**config.mk**
```make
export PLATFORM = sky130hd
export DESIGN_NAME = pcie_intr_sched
export DESIGN_NICKNAME = d
export VERILOG_FILES = /design/src/rtl/pcie_intr_sched.sv
export SDC_FILE = /design/constraint.sdc
export NUM_CORES = 1
export LEC_CHECK = 0
export CAP_MARGIN = 20
export CELL_PAD_IN_SITES_DETAIL_PLACEMENT = 0
export CELL_PAD_IN_SITES_GLOBAL_PLACEMENT = 2
export CORE_ASPECT_RATIO = 0.5
export CORE_MARGIN = 8
export CORE_UTILIZATION = 33
export CTS_CLUSTER_SIZE = 28
export DETAILED_ROUTE_END_ITERATION = 12
export GPL_ROUTABILITY_DRIVEN = 0
export GPL_TIMING_DRIVEN = 0
export PLACE_DENSITY = 0.88
export SLEW_MARGIN = 0
export SYNTH_ARGS = -nofsm -noshare
export SYNTH_HDL_FRONTEND = slang
export SYNTH_SLANG_ARGS = --single-unit
```
**constraint.sdc**
```tcl
create_clock -name PCIE_CLK -period 4.18 [get_ports PCIE_CLK]
set_input_delay 0.418 -clock PCIE_CLK [delete_from_list [all_inputs] [get_ports PCIE_CLK]]
set_output_delay 0.418 -clock PCIE_CLK [all_outputs]
set_load 0.03 [all_outputs]
```
**src/rtl/pcie_intr_sched.sv**
```systemverilog
// -----------------------------------------------------------------------------
// pcie_intr_sched
//
// Interrupt scheduler placed in front of the PCIe interrupt generator.
//
// Per-source event pulses are latched into a pending register. A coalescing
// phase waits for either enough events or a timeout. The pending set is then
// frozen into a snapshot and presented as a stable factor vector. Once software
// has write-1-cleared every snapshot bit, a one-cycle clear pulse goes to the
// generator. A programmable idle gap follows before the next round can start.
//
// Ports
//   PCIE_CLK   : clock
//   PCIE_RST   : asynchronous, active-high reset
//   EN         : scheduler enable. Low aborts any round in progress.
//   SRC_EVT    : per-source one-cycle event pulses
//   MASK       : 1 = source masked (its events are not latched)
//   COAL_CNT   : event-count threshold (0 or 1 = no count coalescing)
//   COAL_TMR   : coalescing timeout in cycles (0 = immediate)
//   GAP_CYC    : idle cycles enforced after each INTR_CLR
//   ACK_VLD    : software acknowledge strobe
//   ACK_DATA   : write-1-to-clear bits for the pending register
//   INTR_FACT  : factor vector to the interrupt generator
//   INTR_CLR   : one-cycle clear pulse to the interrupt generator
//   PEND       : pending register readback
//   BUSY       : scheduler not idle
//   INTR_CNT   : saturating count of rounds issued
//   DBG_STATE  : one-hot FSM state, for debug and checker binding
//
// Handshake: ACK_VLD is a plain strobe with no ready. The block accepts every
// cycle in which ACK_VLD is high, and ACK_DATA is only looked at in that cycle.
// -----------------------------------------------------------------------------
module pcie_intr_sched #(
   parameter int N_SRC = 8,
   parameter int TMR_W = 16,
   parameter int CNT_W = 8
) (
   input  logic             PCIE_CLK,
   input  logic             PCIE_RST,
   input  logic             EN,
   input  logic [N_SRC-1:0] SRC_EVT,
   input  logic [N_SRC-1:0] MASK,
   input  logic [CNT_W-1:0] COAL_CNT,
   input  logic [TMR_W-1:0] COAL_TMR,
   input  logic [TMR_W-1:0] GAP_CYC,
   input  logic             ACK_VLD,
   input  logic [N_SRC-1:0] ACK_DATA,
   output logic [N_SRC-1:0] INTR_FACT,
   output logic             INTR_CLR,
   output logic [N_SRC-1:0] PEND,
   output logic             BUSY,
   output logic [15:0]      INTR_CNT,
   output logic [3:0]       DBG_STATE
);

   typedef enum logic [3:0] {
      ST_IDLE   = 4'b0001,
      ST_COAL   = 4'b0010,
      ST_ACTIVE = 4'b0100,
      ST_GAP    = 4'b1000
   } state_t;

   state_t           state_q;
   logic [N_SRC-1:0] pend_q;
   logic [N_SRC-1:0] pend_d;
   logic [N_SRC-1:0] snap_q;
   logic [N_SRC-1:0] fact_q;
   logic             clr_q;
   logic [TMR_W-1:0] tmr_q;
   logic [TMR_W-1:0] gap_q;
   logic [CNT_W-1:0] cnt_q;
   logic [CNT_W-1:0] thr_q;
   logic [15:0]      intr_cnt_q;

   logic [N_SRC-1:0] evt_vec;
   logic [N_SRC-1:0] ack_vec;
   logic             new_evt;

   // Unmasked events for this cycle. Masking only blocks new sets. It never
   // clears a bit that is already pending.
   assign evt_vec = SRC_EVT & ~MASK;
   assign ack_vec = ACK_VLD ? ACK_DATA : '0;
   assign new_evt = |evt_vec;

   // A set wins over a simultaneous W1C clear, so a re-firing source is never lost.
   assign pend_d = (pend_q & ~ack_vec) | evt_vec;

   always_ff @(posedge PCIE_CLK or posedge PCIE_RST) begin
      if (PCIE_RST) begin
         state_q    <= ST_IDLE;
         pend_q     <= '0;
         snap_q     <= '0;
         fact_q     <= '0;
         clr_q      <= 1'b0;
         tmr_q      <= '0;
         gap_q      <= '0;
         cnt_q      <= '0;
         thr_q      <= '0;
         intr_cnt_q <= '0;
      end else begin
         pend_q <= pend_d;
         clr_q  <= 1'b0;
         case (state_q)
            ST_IDLE: begin
               // Coalescing parameters are captured here, so that changes
               // made during a round only apply to the next round.
               if (EN && (pend_q != '0)) begin
                  state_q <= ST_COAL;
                  tmr_q   <= COAL_TMR;
                  thr_q   <= COAL_CNT;
                  cnt_q   <= CNT_W'(1);
               end
            end

            ST_COAL: begin
               if (!EN) begin
                  state_q <= ST_IDLE;
               end else if ((cnt_q >= thr_q) || (tmr_q == '0)) begin
                  // The snapshot includes events that arrive on this same edge.
                  state_q <= ST_ACTIVE;
                  snap_q  <= pend_d;
                  fact_q  <= pend_d;
                  if (intr_cnt_q != 16'hFFFF) begin
                     intr_cnt_q <= intr_cnt_q + 16'd1;
                  end
               end else begin
                  tmr_q <= tmr_q - TMR_W'(1);
                  if (new_evt && (cnt_q != '1)) begin
                     cnt_q <= cnt_q + CNT_W'(1);
                  end
               end
            end

            ST_ACTIVE: begin
               if (!EN) begin
                  // Abort: the generator still gets its clear, but no gap follows.
                  clr_q   <= 1'b1;
                  fact_q  <= '0;
                  snap_q  <= '0;
                  state_q <= ST_IDLE;
               end else if ((pend_d & snap_q) == '0) begin
                  // The round closes on the edge that clears the last snapshot bit.
                  clr_q   <= 1'b1;
                  fact_q  <= '0;
                  snap_q  <= '0;
                  gap_q   <= GAP_CYC;
                  state_q <= ST_GAP;
               end
            end

            ST_GAP: begin
               if (!EN || (gap_q == '0)) begin
                  state_q <= ST_IDLE;
               end else begin
                  gap_q <= gap_q - TMR_W'(1);
               end
            end

            default: begin
               state_q <= ST_IDLE;
            end
         endcase
      end
   end

   assign INTR_FACT = fact_q;
   assign INTR_CLR  = clr_q;
   assign PEND      = pend_q;
   assign BUSY      = (state_q != ST_IDLE);
   assign INTR_CNT  = intr_cnt_q;
   assign DBG_STATE = state_q;

endmodule
```
-- After elaboration in Yosys (flattened, before gate mapping)
Index checks and enable logic that the tools add are counted.
- flip-flop bits (word level): 85
- latch bits: 0
- memory bits (writable): 0
- memory bits (read-only): 0
- input port bits: 68
- output and inout port bits: 38
- memories kept: 0
- add/sub/neg operators: 4
- multipliers: 0
- divide/modulo/power cells: 0
- order comparisons: 1
- equality and inequality tests: 18
- shift operators: 0
- multiplexer cells: 29
- bitwise operators: 6
- reduce and logical (&&, ||, !) cells: 20
- operator list (kind ; number):
    $mux W16 ; 6
    $mux W8 ; 9
    $pmux W16 S2 ; 2
    $logic_not A16 Y1 ; 2
    $pmux W8 S2 ; 2
    $sub A16 B1 Y16 const B ; 2
    $and A8 B8 Y8 ; 3
    $mux W4 ; 6
    $reduce_and A4 Y1 ; 5
    $ne A2 B2 Y1 const B ; 9
    $add A16 B1 Y16 const B ; 1
    $ne A16 B16 Y1 const B ; 1
    $not A8 Y8 ; 2
    $pmux W4 S4 ; 1
    $add A8 B1 Y8 const B ; 1
    $ge A8 B8 Y1 ; 1
    $logic_not A8 Y1 ; 1
    $ne A8 B8 Y1 const B ; 1
    $or A8 B8 Y8 ; 1
    $reduce_bool A8 Y1 ; 1
    $reduce_or A8 Y1 ; 1
    $ne A3 B3 Y1 const B ; 2
    $reduce_bool A2 Y1 ; 3
    $reduce_and A5 Y1 ; 1
    10 further kinds ; 14

-- Logic depth before layout (Yosys ltp)
Gate-level depths: netlist of the first run.
- depth in word-level cells: 9
- mapped depth: 10

-- Least setup slack after synthesis of the first run
Ideal clock, no wire load.
- path type: reg2reg
- start: reg gap_q[0]
- end: reg gap_q[3]
- arrival time: 2.572 ns
- slack: 1.472 ns
- stages on the path, launching flop included: 11
- buffers on the path: 2
- clock period less this slack: 2.708 ns
- cells stage by stage: dfrtp_1 -> inv_1 -> ha_1 -> or4b_4 -> or3_1 -> buf_2 -> or4_4 -> and3_4 -> buf_6 -> nor3_1 -> o21ai_1
- word-level cells in the longest chain between the ends: 4
- ends and longest elaborated chain (item ; line ; RTL):
    from (decl) ; 70 ; logic [TMR_W-1:0] gap_q;
    from (signal assigned) ; 155 ; gap_q <= gap_q - TMR_W'(1);
    branches (longest 4 deep; another with $sub A16 B1 Y16) ; -- ;
Parallel ways; which one is timed is not known. The select of a mux whose other input is x is not followed.
A chain may end at the register's enable or synchronous reset.

-- Worst setup path after layout of the first run
- start: reg cnt_q[0]
- end: reg tmr_q[1]
- word-level cells in the longest chain between the ends: 4
- ends and longest elaborated chain (item ; line ; RTL):
    from (decl) ; 71 ; logic [CNT_W-1:0] cnt_q;
    from (signal assigned) ; 129 ; cnt_q <= cnt_q + CNT_W'(1);
    $ge A8 B8 Y1 ; 118 ; end else if ((cnt_q >= thr_q) || (tmr_q == '0)) begin
    $logic_or A1 B1 Y1 ; 118 ;
    $ne A2 B2 Y1 (no source line) ; -- ;
    $reduce_and A4 Y1 (no source line) ; -- ;
    to (signal assigned) ; 127 ; tmr_q <= tmr_q - TMR_W'(1);
    to (decl) ; 69 ; logic [TMR_W-1:0] tmr_q;
Every way passes these cells.

==> run summary, run 1 <==
Via density: 5.37
Cell Pwr Density: 502 mW/mm^2
Final Hold Fails: 0
router iterations before antenna repair: 5
clk_skew: 0.0105 ns
antenna cells: 0
Slew Viols, Final: 0
Setup crit end kind: register
dpl cells: 830
ys async rst share: 100%
worst path required time: 4.45 ns
Final setup viols: 0
Tcrit/Tclk final: 77.2%
post-synthesis register bit count: 85
final core utilization: 45.4%
final total power: 0.00330 W
largest net degree at the start of global routing: 61
worst slew pin tran: 1.02 ns
critical path arrival: 3.49 ns
crit-path max FO: 10
initial antenna violation count: 0
Final Non-Filler Cells: 846
fill count: 1435
Starting Density: 33.8%
register clock-pin slew on the reported worst setup and hold paths: 0.07 ns
sequential-to-total area share from yosys stat: 43.6%
kind of critical path: reg -> reg
Yosys cell types: 73
clk_lat worst skew: 0.34 ns
H-tree depth: 3
DR vias: 4547
mapped cell area: 0.00488 sq mm
Leak: 2.66 nW
ys flop type: dfrtp_1
vias in the first global route: 4549
First DRT Iteration DRCs: 286
TritonCTS clock tree: yes
CTS Hold Bufs: 0
Post-CTS Setup Bufs: 0
# rows: 31
Synth Net Count: 607
Max Cap Viol: 0
Die X: 188 um
f_max: 310 MHz
setup TNS: 0 ns
Die H: 102 um
die area: 0.0192 sq mm
TritonCTS Buffers: 9
YS warnings: 0
outcome: completed
IO buf count: 105
core area: 0.0145 sq mm
Area Growth Syn to Fin: 34.4%
# nets final: 724
DRC Markers: 0
Wirelength per Cell: 17.7 um
layout cell share with drive strength beyond 1: 7.56%
gr usage total: 15.9%
unrepaired setup endpoints after global routing: false
first-pass GRT wire length: 24900 um
deepest clock path buffer count: 2
dpl hpwl: 11200 um
remaining antenna violation count after routing: 0
Post-Route WL: 15000 um
Root Driver: clkbuf_16
number of enable flip-flop cells after synthesis: 0
Max transition margin: 31.7%
Clock Sinks: 85
Peak VDD IR: 0.255 mV
Syn Area/Cell: 9.29 sq um
global route overflow: 0
# IOs: 106
worst hold-check path type: in -> async
Min Hold Slack: 0.403 ns
startpoint class of the critical path: register
Final Critical Period: 3.23 ns
# resized after CTS: 0
Synth Instances: 526
critical path, stage by stage (launching register included):
cell and delay, ns:
dfrtp_1 0.38, inv_1 0.08, ha_1 0.28, nand2b_1 0.14
a2111oi_0 0.49, nor3_1 0.19, nor3_1 0.85, o21ai_2 0.32
inv_2 0.24, mux2i_1 0.20
kinds of logic after synthesis:
logic type	share of synthesized area, %
and+or+nand+nor	24.1
AOI/OAI and AO/OA	21.1
DFF	43.6
buffers and inverters	3.87
xor gates and xnor gates	2.69
adders and majority gates	3.33
muxes	1.33
cell usage after synthesis, types with 13 or more instances:
library cell / number / share of area, %
dfrtp_1: 84 / 43
nand2_1: 55 / 4.2
nor2_1: 29 / 2.2
o21ai_0: 27 / 2.8
inv_1: 22 / 1.7
a21oi_1: 19 / 1.9
nand3_1: 19 / 1.9
clkbuf_1: 15 / 1.2
nor3_1: 15 / 1.5
o211ai_1: 15 / 2.3
xnor2_1: 14 / 2.5
ha_1: 13 / 3.3
or3_1: 13 / 1.7
flip-flops by register name, indices dropped and copies added, names as in the netlist:
register   cells
INTR_CNT      16
cnt_q          8
tmr_q         16
INTR_FACT      8
DBG_STATE      4
gap_q         16
INTR_CLR       1
thr_q          8
PEND           8
per-stage QoR:
step / area [sq um] / setup slack [ns]
3_3_place_gp: 6180 / 0.0220
2_1_floorplan: 4880 / 1.47
6_report: 6570 / 0.952
3_5_place_dp: 6210 / 1.00
4_1_cts: 6570 / 0.977
5_1_grt: 6570 / 0.677
placed cells by master, fill, tap and decap left out, types with 6 or more instances in the layout:
cell type          n
o22ai_1            9
a221oi_1           6
clkbuf_16          9
xnor2_1           14
nor4_1            10
nand3_1           19
o21ai_1            8
o21ai_0           27
a21oi_1           19
ha_1              13
o211ai_1          15
dfrtp_1           84
clkdlybuf4s50_1  105
or4_1              6
and3_1            11
clkbuf_1          15
nor3_1            15
a22o_1            11
or3_1             13
nand2_1           55
inv_1             21
nor2_1            29
nand4_1           11
layout make-up:
type | count | area [sq um] | area share [%]
multi-input cells | 395 | 2570 | 39.1
flip-flops and latches | 85 | 2130 | 32.4
repair buffers | 106 | 1080 | 16.4
well taps | 198 | 248 | 3.77
clock buffers | 9 | 225 | 3.43
clock inverters | 7 | 128 | 1.94
plain buffers | 22 | 98.8 | 1.51
inverters | 24 | 92.6 | 1.41
metal layers:
| layer | global-route usage, % | vias to the layer above | part of all wire [%] |
|---|---|---|---|
| li1 | - | 2216 | - |
| met4 | 3.91 | 0 | 0.70 |
| met5 | 0 | - | 0 |
| met3 | 3.03 | 11 | 4.2 |
| met2 | 26.0 | 103 | 47 |
| met1 | 21.5 | 2217 | 48 |
power breakdown:
part	leakage, nW	internal (W)	total, W	switching [W]
registers	1.04	0.00101	0.00119	0.000177
clock network	0.173	0.000595	0.000957	0.000361
logic	1.45	0.000478	0.00115	0.000672
final timing paths:
path / startpoint / end / slack, ns / depth (start not counted)
max: cnt_q[0] / tmr_q[1] / 0.95 / 9
min: PCIE_RST / INTR_CNT[3] / 0.40 / 2
max reg2reg: cnt_q[0] / tmr_q[1] / 0.95 / 9
min reg2reg: thr_q[0] / thr_q[0] / 0.49 / 2
max in group asynchronous: PCIE_RST / DBG_STATE[0] / 3.11 / 3
min in group PCIE_CLK: thr_q[0] / thr_q[0] / 0.49 / 2
(Power assumes the default switching activity.)
==> run 2, diff against run 1 <==
--- a/config.mk
+++ b/config.mk
@@ -10,12 +10,12 @@
 export CELL_PAD_IN_SITES_GLOBAL_PLACEMENT = 2
 export CORE_ASPECT_RATIO = 0.5
 export CORE_MARGIN = 8
-export CORE_UTILIZATION = 33
+export CORE_UTILIZATION = 31
 export CTS_CLUSTER_SIZE = 28
 export DETAILED_ROUTE_END_ITERATION = 12
 export GPL_ROUTABILITY_DRIVEN = 0
 export GPL_TIMING_DRIVEN = 0
-export PLACE_DENSITY = 0.88
+export PLACE_DENSITY = 0.83
 export SLEW_MARGIN = 0
 export SYNTH_ARGS = -nofsm -noshare
 export SYNTH_HDL_FRONTEND = slang
==> constraint.sdc (replaced) <==
create_clock -name PCIE_CLK -period 3.2 [get_ports PCIE_CLK]
set_input_delay 0.32 -clock PCIE_CLK [delete_from_list [all_inputs] [get_ports PCIE_CLK]]
set_output_delay 0.32 -clock PCIE_CLK [all_outputs]
set_load 0.03 [all_outputs]
==> run 2 against run 1 <==
Effect of this change:
- final cell count rose by 0.59%
- clock power increased by 14%
- largest cell class unchanged
- largest power group unchanged
- sequential share of layout area hardly changed
==> run summary, run 2 (synthesized netlist as in run 1, its figures left out) <==
DRC Markers: 0 (unchanged)
# nets final: 724 (unchanged)
TritonCTS clock tree: yes
dpl hpwl: 11300 um (+1.2%)
clk_skew: 0.0116 ns (+0.00108 ns)
DR vias: 4502 (-0.99%)
Final Critical Period: 3.03 ns (-0.198 ns)
clk_lat worst skew: 0.35 ns (about the same)
vias in the first global route: 4513 (-0.79%)
core area: 0.0154 sq mm (+6.5%)
Min Hold Slack: 0.269 ns (-0.133 ns)
CP cell instances: inv_1 -> ha_1 -> or4b_2 -> nor4_2 -> or3_1 -> nor3_2 -> o21ai_2 -> inv_2 -> a22o_1
worst path required time: 3.44 ns (-1.01 ns)
antenna cells: 0 (unchanged)
Tcrit/Tclk final: 94.7% (+17 points)
Slew Viols, Final: 0 (unchanged)
Pint: 0.00260 W (+25%)
router iterations before antenna repair: 4 (-1)
worst path bufs/invs: 2 (unchanged)
Final Non-Filler Cells: 851 (+0.59%)
Via density: 5.29 (-1.6%)
Comb power frac: 36.6% (+1.7 points)
Register Area: 0.00213 sq mm (unchanged)
startpoint class of the critical path: register
H-tree depth: 3 (unchanged)
worst hold-check path type: in -> async
critical path arrival: 3.27 ns (-0.22 ns)
f_max: 330 MHz (+6.5%)
Clock Sinks: 85 (unchanged)
Multi-input gate area: 0.00261 sq mm (+1.7%)
Die X: 194 um (+2.9%)
IO buf count: 105 (unchanged)
First DRT Iteration DRCs: 261 (-8.7%)
DP Area: 0.00622 sq mm (+0.12%)
unrepaired setup endpoints after global routing: false
# IOs: 106 (unchanged)
fill count: 1526 (+6.3%)
Sequential Power Share: 37.2% (+1.1 points)
switching part of the total: 37.5% (+0.81 points)
Max transition margin: 50.6% (+19 points)
worst slew pin tran: 0.741 ns (-0.275 ns)
Final Hold Fails: 0 (unchanged)
register clock-pin slew on the reported worst setup and hold paths: 0.07 ns (about the same)
Root Driver: clkbuf_16
layout cell share with drive strength beyond 1: 8.19% (+0.63 points)
outcome: completed
Area Growth Syn to Fin: 34.6% (about the same)
Final setup viols: 0 (unchanged)
most frequent cells in the layout: clkdlybuf4s50_1 (105), dfrtp_1 (84), nand2_1 (55)
Peak VDD IR: 0.302 mV (+19%)
setup TNS: 0 ns (unchanged)
deepest clock path buffer count: 2 (unchanged)
gr usage total: 14.6% (-1.3 points)
Max Cap Viol: 0 (unchanged)
first-pass GRT wire length: 24300 um (-2.3%)
Crit-path slowest cell: or4b_2
Wirelength per Cell: 17.6 um (-0.24%)
CP max stage delay: 0.61 ns (-0.24 ns)
initial antenna violation count: 0 (unchanged)
TritonCTS Buffers: 9 (unchanged)
dpl cells: 836 (+0.72%)
Starting Density: 31.7% (-2.1 points)
most common cell after layout, fill and taps aside: clkdlybuf4s50_1
Setup crit end kind: register
NetSw: 0.00157 W (+29%)
kind of critical path: reg -> reg
Cell Pwr Density: 634 mW/mm^2 (+26%)
Placement Setup Slack: -0.00654 ns (-1.01 ns)
# rows: 32 (+3.2%)
Post-Route WL: 15000 um (+0.35%)
die area: 0.0203 sq mm (+5.7%)
global route overflow: 0 (unchanged)
crit-path max FO: 10 (unchanged)
largest net degree at the start of global routing: 68 (+11%)
Crit path max-delay family: simple AND/OR/NAND/NOR gates
remaining antenna violation count after routing: 0 (unchanged)
Die H: 105 um (+2.7%)
final worst slack: 0.170 ns (-0.782 ns)
Design Area, Final: 0.00657 sq mm (about the same)
clock power share: 26.2% (-2.8 points)
Leak: 2.65 nW (-0.57%)
run 2: layer usage:
metal | share of wire, % | up-vias | track usage, %
met2 | 47 | 91 | 24.0
met4 | 1.1 | 0 | 3.77
met1 | 48 | 2178 | 19.4
li1 | - | 2218 | -
met3 | 3.9 | 15 | 2.98
met5 | 0 | - | 0
run 2: metrics by stage:
stage	utilization [%]	power (W)
after floorplan	-	0.00250
after global placement	40.2	0.00306
after detailed placement	40.4	0.00308
after CTS	42.4	0.00420
after global routing	42.6	0.00445
final	42.6	0.00417
run 2: power by group through the flow:
stage               combinational (W)  clock, W  sequential, W
finish                        0.00153   0.00109        0.00155
global route                  0.00169   0.00117        0.00159
CTS                           0.00153   0.00113        0.00155
detailed placement            0.00152         0        0.00156
global placement              0.00150         0        0.00156
floorplan                    0.000877         0        0.00163
run 2: cell type report:
class	count	share of cell area [%]
plain buffers	22	1.50
flip-flops and latches	85	32.4
clock buffers	11	3.85
multi-input cells	395	39.7
inverters	24	1.41
clock inverters	4	0.857
well taps	204	3.88
repair buffers	106	16.4
run 2: timing repair:
action,CTS,global route
endpoints found under the setup margin,3,34
hold endpoints to repair,0,0
setup buffers,0,0
gates resized for setup,2,5
pin swaps,0,1
hold buffers,0,0
run 2: worst paths after layout:
path	startpoint	endpoint	slack, ns	cells past startpoint
worst max register to register	tmr_q[0]	tmr_q[15]	0.17	9
worst min-delay path	PCIE_RST	INTR_CNT[13]	0.27	2
min in group PCIE_CLK	tmr_q[14]	tmr_q[14]	0.48	1
max in group asynchronous	PCIE_RST	DBG_STATE[0]	2.26	3
worst max-delay path	tmr_q[0]	tmr_q[15]	0.17	9
worst min register to register	tmr_q[14]	tmr_q[14]	0.48	1
==> run 3, diff against run 2 <==
--- a/config.mk
+++ b/config.mk
@@ -9,7 +9,7 @@
 export CELL_PAD_IN_SITES_DETAIL_PLACEMENT = 0
 export CELL_PAD_IN_SITES_GLOBAL_PLACEMENT = 2
 export CORE_ASPECT_RATIO = 0.5
-export CORE_MARGIN = 8
+export CORE_MARGIN = 3
 export CORE_UTILIZATION = 31
 export CTS_CLUSTER_SIZE = 28
 export DETAILED_ROUTE_END_ITERATION = 12
==> run 3 against run 2 <==
Effect of this change:
- hold slack got worse by 0.0047 ns
- sequential cell count stayed put
- setup slack got worse by 0.048 ns
- critical endpoint unchanged
==> run summary, run 3 (synthesized netlist as in run 1, its figures left out) <==
global route overflow: 0 (unchanged)
remaining antenna violation count after routing: 0 (unchanged)
DR vias: 4551 (+1.1%)
worst hold-check path type: in -> async
Design Area, Final: 0.00656 sq mm (-0.19%)
dpl cells: 830 (-0.72%)
largest net degree at the start of global routing: 67 (-1.5%)
Root Driver: clkbuf_16
die area: 0.0174 sq mm (-14%)
Post-Route WL: 14700 um (-2.4%)
crit-path max FO: 10 (unchanged)
Min Hold Slack: 0.265 ns (-0.00473 ns)
Leak: 2.65 nW (about the same)
TritonCTS clock tree: yes
RR Startpoint: tmr_q[0]
vias in the first global route: 4560 (+1.0%)
worst slew pin tran: 0.716 ns (-0.0247 ns)
most common cell after layout, fill and taps aside: clkdlybuf4s50_1
Post-CTS Setup Bufs: 0 (unchanged)
unrepaired setup endpoints after global routing: true
Final Non-Filler Cells: 846 (-0.59%)
layout cell share with drive strength beyond 1: 8.33% (+0.14 points)
DRC Markers: 0 (unchanged)
crit path from: tmr_q[0]
IO buf count: 105 (unchanged)
Slew Viols, Final: 0 (unchanged)
Area Growth Syn to Fin: 34.3%
Via density: 5.38 (+1.7%)
First DRT Iteration DRCs: 258 (-1.1%)
CP cell instances: inv_1 -> ha_1 -> or4b_2 -> nor4_1 -> or3_1 -> nor3_2 -> o21ai_4 -> inv_2 -> a22o_1
startpoint class of the critical path: register
Max Cap Viol: 0 (unchanged)
Final Hold Fails: 0 (unchanged)
Clock Sinks: 85 (unchanged)
first-pass GRT wire length: 24200 um (-0.28%)
deepest clock path buffer count: 2 (unchanged)
Cell Pwr Density: 634 mW/mm^2 (about the same)
Starting Density: 32.7% (+1.0 points)
Setup crit end kind: register
TritonCTS Buffers: 9 (unchanged)
Final Critical Period: 3.08 ns (+0.0478 ns)
Final setup viols: 0 (unchanged)
Tcrit/Tclk final: 96.2% (+1.5 points)
kind of critical path: reg -> reg
antenna cells: 0 (unchanged)
gr usage total: 17.4% (+2.8 points)
Crit-path slowest cell: or4b_2
Die X: 184 um (-5.2%)
H-tree depth: 3 (unchanged)
# rows: 31 (-3.1%)
# IOs: 106 (unchanged)
Peak VDD IR: 0.347 mV (+15%)
router iterations before antenna repair: 5 (+1)
initial antenna violation count: 0 (unchanged)
clk_skew: 0.0111 ns (-0.000502 ns)
critical path arrival: 3.32 ns (+0.05 ns)
dpl hpwl: 10800 um (-4.9%)
worst path required time: 3.44 ns (about the same)
Max transition margin: 52.0% (+1.4 points)
outcome: completed
# nets final: 724 (unchanged)
most frequent cells in the layout: clkdlybuf4s50_1 (105), dfrtp_1 (84), nand2_1 (55)
f_max: 325 MHz (-1.6%)
fill count: 1476 (-3.3%)
CP max stage delay: 0.61 ns (about the same)
DP Area: 0.00621 sq mm (-0.12%)
core area: 0.0149 sq mm (-3.1%)
Die H: 94.8 um (-9.5%)
register clock-pin slew on the reported worst setup and hold paths: 0.08 ns (about the same)
clk_lat worst skew: 0.35 ns (about the same)
CTS Hold Bufs: 0 (unchanged)
Wirelength per Cell: 17.3 um (-1.8%)
[run 3: area by class of cell]
class | count | area (sq um) | share of cell area, %
plain buffers | 22 | 98.8 | 1.51
repair buffers | 106 | 1080 | 16.4
flip-flops and latches | 85 | 2130 | 32.4
multi-input cells | 395 | 2620 | 39.9
clock buffers | 9 | 225 | 3.43
clock inverters | 7 | 71.3 | 1.09
well taps | 198 | 248 | 3.78
inverters | 24 | 92.6 | 1.41
[run 3: per-layer routing]
layer  global-route usage [%]  up-vias  part of all wire (%)
met1                     24.7     2202                    49
li1                         -     2224                     -
met2                     27.7      110                    45
met5                        0        -                     0
met3                     3.77       15                   4.9
met4                     3.36        0                  0.81
[run 3: path summary, 6_finish.rpt]
check	to	slack, ns	cells past startpoint
setup / recovery	tmr_q[15]	0.12	9
hold / removal	INTR_CNT[1]	0.26	2
setup reg to reg	tmr_q[15]	0.12	9
hold reg to reg	INTR_CNT[8]	0.49	1
max in group asynchronous	DBG_STATE[0]	2.26	3
min in group PCIE_CLK	INTR_CNT[8]	0.49	1
[run 3: through the flow]
stage          power, W  setup slack, ns  utilization [%]  TNS [ns]
2_1_floorplan   0.00250            0.492                -         0
3_3_place_gp    0.00306           -0.943             41.4    -78.19
3_5_place_dp    0.00308          -0.0704             41.6    -0.297
4_1_cts         0.00416           0.0392             43.7         0
5_1_grt         0.00446          -0.0266             43.9   -0.0266
6_report        0.00416            0.122             43.9         0
[run 3: repair_timing]
| action | 4_1_cts | 5_1_grt |
|---|---|---|
| endpoints found under the setup margin | 9 | 27 |
| resized for setup | 2 | 6 |
| pin swaps | 0 | 1 |
[run 3: report_power, final]
part / internal, W / switching [W]
registers: 0.00132 / 0.000234
logic: 0.000639 / 0.000905
clock network: 0.000554 / 0.000504
[run 3: worst max-delay path: cells and delay by family, from the launching register on]
family	cells	cell delay [ns]
fa+ha+maj	1	0.18
flops	1	0.40
simple gates	4	1.55
compound gates	2	0.56
buf+inv	2	0.28
